===== src/rtl/dma_fifo_param.sv =====
// Show-ahead synchronous FIFO for the DMA data path: head word is visible on rd_data
// with no read latency, all DEPTH entries usable, sticky overflow/underflow flags.
module dma_fifo_param #(
   parameter int DATA_W    = 32,
   parameter int DEPTH     = 16,
   parameter int AFULL_TH  = 12,
   parameter int AEMPTY_TH = 2,
   localparam int LVL_W    = $clog2(DEPTH) + 1
) (
   input  logic              clk,
   input  logic              rst,
   input  logic              flush,
   input  logic              wr_en,
   input  logic [DATA_W-1:0] wr_data,
   input  logic              rd_en,
   output logic [DATA_W-1:0] rd_data,
   output logic              full,
   output logic              empty,
   output logic              almost_full,
   output logic              almost_empty,
   output logic [LVL_W-1:0]  level,
   output logic              overflow,
   output logic              underflow,
   input  logic              err_clr
);

   localparam int AW = $clog2(DEPTH);
   localparam logic [LVL_W-1:0] DEPTH_LVL  = LVL_W'(DEPTH);
   localparam logic [LVL_W-1:0] AFULL_LVL  = LVL_W'(AFULL_TH);
   localparam logic [LVL_W-1:0] AEMPTY_LVL = LVL_W'(AEMPTY_TH);

   logic [DATA_W-1:0] mem [DEPTH];

   logic [AW-1:0]    wr_ptr_reg, wr_ptr_next;
   logic [AW-1:0]    rd_ptr_reg, rd_ptr_next;
   logic [LVL_W-1:0] level_reg, level_next;
   logic             overflow_reg, overflow_next;
   logic             underflow_reg, underflow_next;

   logic wr_ok, wr_acc, rd_acc, ovf_set, udf_set;

   // Flags derive only from the registered level, never from the request inputs.
   assign full         = (level_reg == DEPTH_LVL);
   assign empty        = (level_reg == '0);
   assign almost_full  = (level_reg >= AFULL_LVL);
   assign almost_empty = (level_reg <= AEMPTY_LVL);
   assign level        = level_reg;
   assign overflow     = overflow_reg;
   assign underflow    = underflow_reg;

   // A full FIFO still takes a write when the head is popped in the same cycle.
   assign wr_ok   = wr_en & (~full | rd_en);
   assign wr_acc  = wr_ok & ~flush;
   assign rd_acc  = rd_en & ~empty & ~flush;
   assign ovf_set = wr_en & ~wr_ok & ~flush;
   assign udf_set = rd_en & empty & ~flush;

   assign rd_data = empty ? '0 : mem[rd_ptr_reg];

   always_comb begin
      wr_ptr_next    = wr_ptr_reg;
      rd_ptr_next    = rd_ptr_reg;
      level_next     = level_reg;
      overflow_next  = overflow_reg;
      underflow_next = underflow_reg;

      if (flush) begin
         wr_ptr_next = '0;
         rd_ptr_next = '0;
         level_next  = '0;
      end else begin
         if (wr_acc) wr_ptr_next = wr_ptr_reg + 1'b1;
         if (rd_acc) rd_ptr_next = rd_ptr_reg + 1'b1;
         if (wr_acc && !rd_acc)      level_next = level_reg + 1'b1;
         else if (rd_acc && !wr_acc) level_next = level_reg - 1'b1;
      end

      // A new error event in the clearing cycle must not be lost.
      if (err_clr) begin
         overflow_next  = 1'b0;
         underflow_next = 1'b0;
      end
      if (ovf_set) overflow_next  = 1'b1;
      if (udf_set) underflow_next = 1'b1;
   end

   always_ff @(posedge clk) begin
      if (rst) begin
         wr_ptr_reg    <= '0;
         rd_ptr_reg    <= '0;
         level_reg     <= '0;
         overflow_reg  <= 1'b0;
         underflow_reg <= 1'b0;
      end else begin
         wr_ptr_reg    <= wr_ptr_next;
         rd_ptr_reg    <= rd_ptr_next;
         level_reg     <= level_next;
         overflow_reg  <= overflow_next;
         underflow_reg <= underflow_next;
      end
   end

   // Storage has no reset so it can map onto block/distributed RAM.
   always_ff @(posedge clk) begin
      if (wr_acc && !rst) mem[wr_ptr_reg] <= wr_data;
   end

endmodule


===== config.mk =====
export PLATFORM = sky130hd
export DESIGN_NAME = dma_fifo_param
export DESIGN_NICKNAME = d
export VERILOG_FILES = /design/src/rtl/dma_fifo_param.sv
export SDC_FILE = /design/constraint.sdc
export NUM_CORES = 1
export LEC_CHECK = 0
export CORE_UTILIZATION = 33
export CTS_BUF_LIST = sky130_fd_sc_hd__clkbuf_16
export DETAILED_ROUTE_END_ITERATION = 6
export PLACE_DENSITY = 0.53
export SLEW_MARGIN = 10
export SYNTH_ARGS = -nofsm -noshare
export SYNTH_HDL_FRONTEND = slang
export SYNTH_SLANG_ARGS = --single-unit

===== constraint.sdc =====
create_clock -name clk -period 3.7 [get_ports clk]
set_input_delay 0.74 -clock clk [delete_from_list [all_inputs] [get_ports clk]]
set_output_delay 0.74 -clock clk [all_outputs]
set_load 0.1 [all_outputs]

* Word level (Yosys, flattened, before mapping)
Memory sizes are Yosys's and may differ from the RTL's. A register that Yosys moved wholly into a read port is not among the register bits. Cells that the tools add are included.
Word-level totals: bits in registers 15, RAM bits 512, input port bits 38, output and inout port bits 43, word-level logic and storage cells 47, memories 1
Cells by class: $add $sub $neg 4, magnitude comparators 2, equality and inequality tests 1, mux-type cells 10, bitwise gates (word level) 13, reduce and logical (&&, ||, !) cells 11
Memories:
- mem | words 16, width 32, read ports 1, clocked after memory_dff 1, wr ports 1, RTL line 32 | logic [DATA_W-1:0] mem [DEPTH];
Operator list (count):
- $mux 32 | 1
- $mux 5 | 2
- $add 4x1->4 const B | 2
- $and 1x1->1 | 8
- $mux 4 | 2
- $reduce_bool 2->1 | 3
- $add 5x1->5 const B | 1
- $eq 5x5->1 const B | 1
- $ge 5x4->1 const B | 1
- $le 5x2->1 const B | 1
- $logic_not 5->1 | 1
- $mux 1 | 5
- $sub 5x1->5 const B | 1
- $not 1->1 | 4
- $logic_and 1x1->1 | 3
- $logic_not 1->1 | 3
- $reduce_or 2->1 | 1
- $or 1x1->1 | 1

* Depth between registers and ports, before layout
depth in word-level cells 9, depth in mapped cells 11, mapped depth without buffers 9

* Worst setup path after synthesis
OpenSTA, ideal clock, no wires.
path type register to output, start reg level_reg[4], in the netlist level[4], end out almost_empty, arrival 5742 ps, data required time 2960 ps, slack -2782 ps, stages on the path, launching flop included 3, path buffers 1, path through dfxtp_1 clkbuf_2 a2111oi_0
On the way: longest elaborated chain between the ends 1
Ends and longest elaborated chain:
- start: declaration | RTL line 36 | logic [LVL_W-1:0] level_reg, level_next;
- start signal: assignment | RTL line 97 | level_reg <= level_next;
- $le 5x2->1 | RTL line 46 | assign almost_empty = (level_reg <= AEMPTY_LVL);
- end: declaration | RTL line 20 | output logic almost_empty,
No other way between the ends.

* Worst setup path after layout
start reg level_reg[1], in the netlist level[1], end out rd_data[5]
On the way: longest elaborated chain between the ends 2
Ends and longest elaborated chain:
- $logic_not 5->1 | RTL line 44 | assign empty = (level_reg == '0);
- $mux 32 | RTL line 58 | assign rd_data = empty ? '0 : mem[rd_ptr_reg];
- end: declaration | RTL line 16 | output logic [DATA_W-1:0] rd_data,
No other way between the ends.

==> summary.txt <==
Synthesis
  – Area contributors post-synth: sky130_fd_sc_hd__edfxtp_1, sky130_fd_sc_hd__mux4_2, sky130_fd_sc_hd__dfxtp_1
  – Main flop type after synthesis: sky130_fd_sc_hd__edfxtp_1
  – Count of cell types in the netlist: 44
  – Gate count of the mapped netlist: 905
  – Number of enable flip-flop cells after synthesis: 512
  – Ys Warns: 0
  – #FFs+latches synth: 531
  – Area of the mapped netlist: 20,500 um^2
  – Fraction of the yosys area taken by sequential cells: 0.767
  – Fraction of registers with async set or reset after synthesis: 0
  – Cell taking the most area after synthesis: sky130_fd_sc_hd__edfxtp_1
  – Share of Yosys cell area claimed by the top area cell type: 0.749
  – Total nets after synthesis: 953
  – Mean Syn Cell Area: 22.7 um^2

Worst setup path
  – Crit path largest cell delay: 690 ps
  – Register-to-Register Setup Slack: 760 ps
  – Arrival time worst endpoint: 2810 ps
  – Crit-path max FO: 16
  – Path type of the worst setup path: flip-flop to primary output
  – Startpoint of the most critical setup path: level[1]
  – Critical Path Source Type: flip-flop
  – Required arrival time at the worst endpoint: 2960 ps
  – Endpoint kind of the worst setup timing path: primary output
  – Cell-by-cell listing of the critical path: or4_4, nor2_8, nor3b_2, buf_4, a221o_1, buf_12
  – Critical-path cell with the highest stage delay: sky130_fd_sc_hd__or4_4
  – Reg-to-reg startpoint: level[4]

Routing
  – Routed Wire Length: 43,100 um
  – Post-DRT Antenna Nets: 0
  – Number of search-and-repair iterations in the first detailed-routing pass: 4
  – Avg WL per Cell: 22.4 um
  – First DRT Iteration DRCs: 515
  – Routed via count: 9,329
  – Average via count per standard cell: 4.86
  – Number of remaining DRC errors: 0

GRT
  – Global-route wire length before repair: 65,600 um
  – Vias in the first global route: 10,200
  – Total gr overflow: 0
  – Maximum number of pins on one net before global-route repair: 33
  – Number of antenna violations at the first check in global routing: 1
  – Global-route usage over all layers: 0.140

CTS
  – Clk slew on worst S/H paths: 60 ps
  – Post-cts hold buffer count: 0
  – Clock network latency to the later pin of the worst-skew pair: 590 ps
  – # H-tree levels: 2
  – Root buffer cell: sky130_fd_sc_hd__clkbuf_16
  – TritonCTS clock tree: done
  – Clock sink total: 531
  – Max clock buf depth: 3
  – Cts bufs inserted: 54

STA
  – Final-layout setup total negative slack: 0 ps
  – Final hold violations: 0
  – Final worst setup slack: 146 ps
  – Hold Slack: 530 ps
  – RSZ-0062 raised after global routing: no
  – Peak Freq: 281 MHz
  – Post-Route Skew: 13.1 ps
  – Time the final worst path needs with I/O delays and setup: 3550 ps
  – Worst-Margin Slew: 965 ps
  – Count of pins over their slew limit: 0
  – Headroom to the max-slew limit: 0.355
  – Final cycle utilization of the critical path: 0.961
  – # setup viols final: 0

Layout
  – Commonest non-fill, non-tap cells in the layout: sky130_fd_sc_hd__edfxtp_1, sky130_fd_sc_hd__mux4_2, sky130_fd_sc_hd__clkbuf_16, sky130_fd_sc_hd__buf_12, sky130_fd_sc_hd__buf_4
  – Proportion of layout cells with a drive suffix above 1: 0.328
  – Antenna Cells: 0
  – Leading cell type in the layout, fill and taps excluded: sky130_fd_sc_hd__edfxtp_1
  – Number of flip-flops in the largest register: 512
  – Filler-free cell count of the finished design: 1,920
  – Net count, final: 1,089
  – Area added between synthesis and finish: 20.3%

Flow run
  – MaxCap Viol Count: 0

Die
  – Number of placement rows: 91
  – Die X-Extent: 251 um
  – Y dimension of the die: 251 um
  – Full die area: 63,200 um^2
  – Initial core utilization: 0.333
  – IO Pins: 81
  – Core region area: 61,600 um^2

Power
  – Total power density per cell area: 522 nW/um^2
  – Total power of the final layout: 12.9 mW
  – Lkg Pwr: 7.64 nW
  – Worst VDD drop: 0.000341 V

Worst hold path
  – Hold/Removal Path Class: flip-flop to flip-flop
  – Hold path startpoint: rd_ptr_reg[3]

Placement
  – Detail Placement HPWL: 25,500 um
  – Setup slack at placement: 458 ps
  – Placed Cells incl. Taps: 1,820
  – IO Port Bufs: 80
  – Gpl congestion: 0.691

Outcome
  – Run status: finished, final reports clean
## critical path: cells and delay by family, from the launching register on
family / cells / cell delay (ps)
and+or+nand+nor: 3 / 950
DFF: 1 / 400
AOI/OAI and AO/OA: 1 / 420
buffers and inverters: 2 / 430
## cell usage after synthesis, types with 5 or more instances
cell and n:
sky130_fd_sc_hd__a21oi_1 5, sky130_fd_sc_hd__a221o_1 32, sky130_fd_sc_hd__and3_1 16, sky130_fd_sc_hd__buf_1 7, sky130_fd_sc_hd__buf_2 23, sky130_fd_sc_hd__buf_4 5
sky130_fd_sc_hd__buf_6 7, sky130_fd_sc_hd__clkbuf_1 6, sky130_fd_sc_hd__dfxtp_1 19, sky130_fd_sc_hd__edfxtp_1 512, sky130_fd_sc_hd__ha_1 9, sky130_fd_sc_hd__inv_1 5
sky130_fd_sc_hd__mux2_2 32, sky130_fd_sc_hd__mux4_2 128, sky130_fd_sc_hd__nor2_1 19, sky130_fd_sc_hd__nor2b_1 38, sky130_fd_sc_hd__xor2_1 5
## metal layers
layer / wire length (um) / vias to the layer above / global-route usage
met4: 904 / 2 / 0.0413
met2: 21100 / 170 / 0.230
met5: 15 / - / 0
li1: - / 4121 / -
met3: 1730 / 61 / 0.0251
met1: 19400 / 4975 / 0.190
## cell type report
cell class | instances | area (um^2)
clock buffers | 55 | 1380
multi-input cells | 320 | 4540
inverters | 5 | 18.8
repair buffers | 129 | 1640
flip-flops and latches | 531 | 15800
fillers | 5471 | 36900
well taps | 837 | 1050
clock inverters | 43 | 304
## power breakdown
group | leakage [nW] | internal, mW | switching (mW) | total, mW
registers | 4.76 | 6.60 | 0.0185 | 6.62
clock network | 0.860 | 2.96 | 2.23 | 5.20
logic | 2.02 | 0.356 | 0.706 | 1.06
## through the flow
| step | util | area, um^2 |
|---|---|---|
| 2_1_floorplan | - | 20500 |
| 3_3_place_gp | 0.373 | 23000 |
| 3_5_place_dp | 0.373 | 23000 |
| 4_1_cts | 0.401 | 24700 |
| 5_1_grt | 0.401 | 24700 |
| 6_report | 0.401 | 24700 |
## worst paths after layout
path | end | depth (start not counted)
min | rd_ptr_reg[3] | 2
max reg2reg | level[3] | 9
max | rd_data[5] | 6
min reg2reg | rd_ptr_reg[3] | 2
## kinds of logic (layout without fill, tap and decap cells)
| kind of cell | count (synthesis) | in the layout | synth area share |
|---|---|---|---|
| AO/OA/AOI/OAI | 52 | 52 | 0.0241 |
| buffers and inverters | 54 | 232 | 0.0148 |
| AND/OR/NAND/NOR | 89 | 89 | 0.0253 |
| flip-flops | 531 | 531 | 0.767 |
| adder cells (fa/ha/maj) | 10 | 10 | 0.00646 |
| XOR/XNOR | 7 | 7 | 0.00299 |
| multiplexers | 162 | 162 | 0.159 |
## repair_timing
action,CTS,global route
setup buffers,2,0
gates resized for setup,1,0
setup endpoints to repair,32,0
No activity file was read; power rests on OpenSTA's default activity.
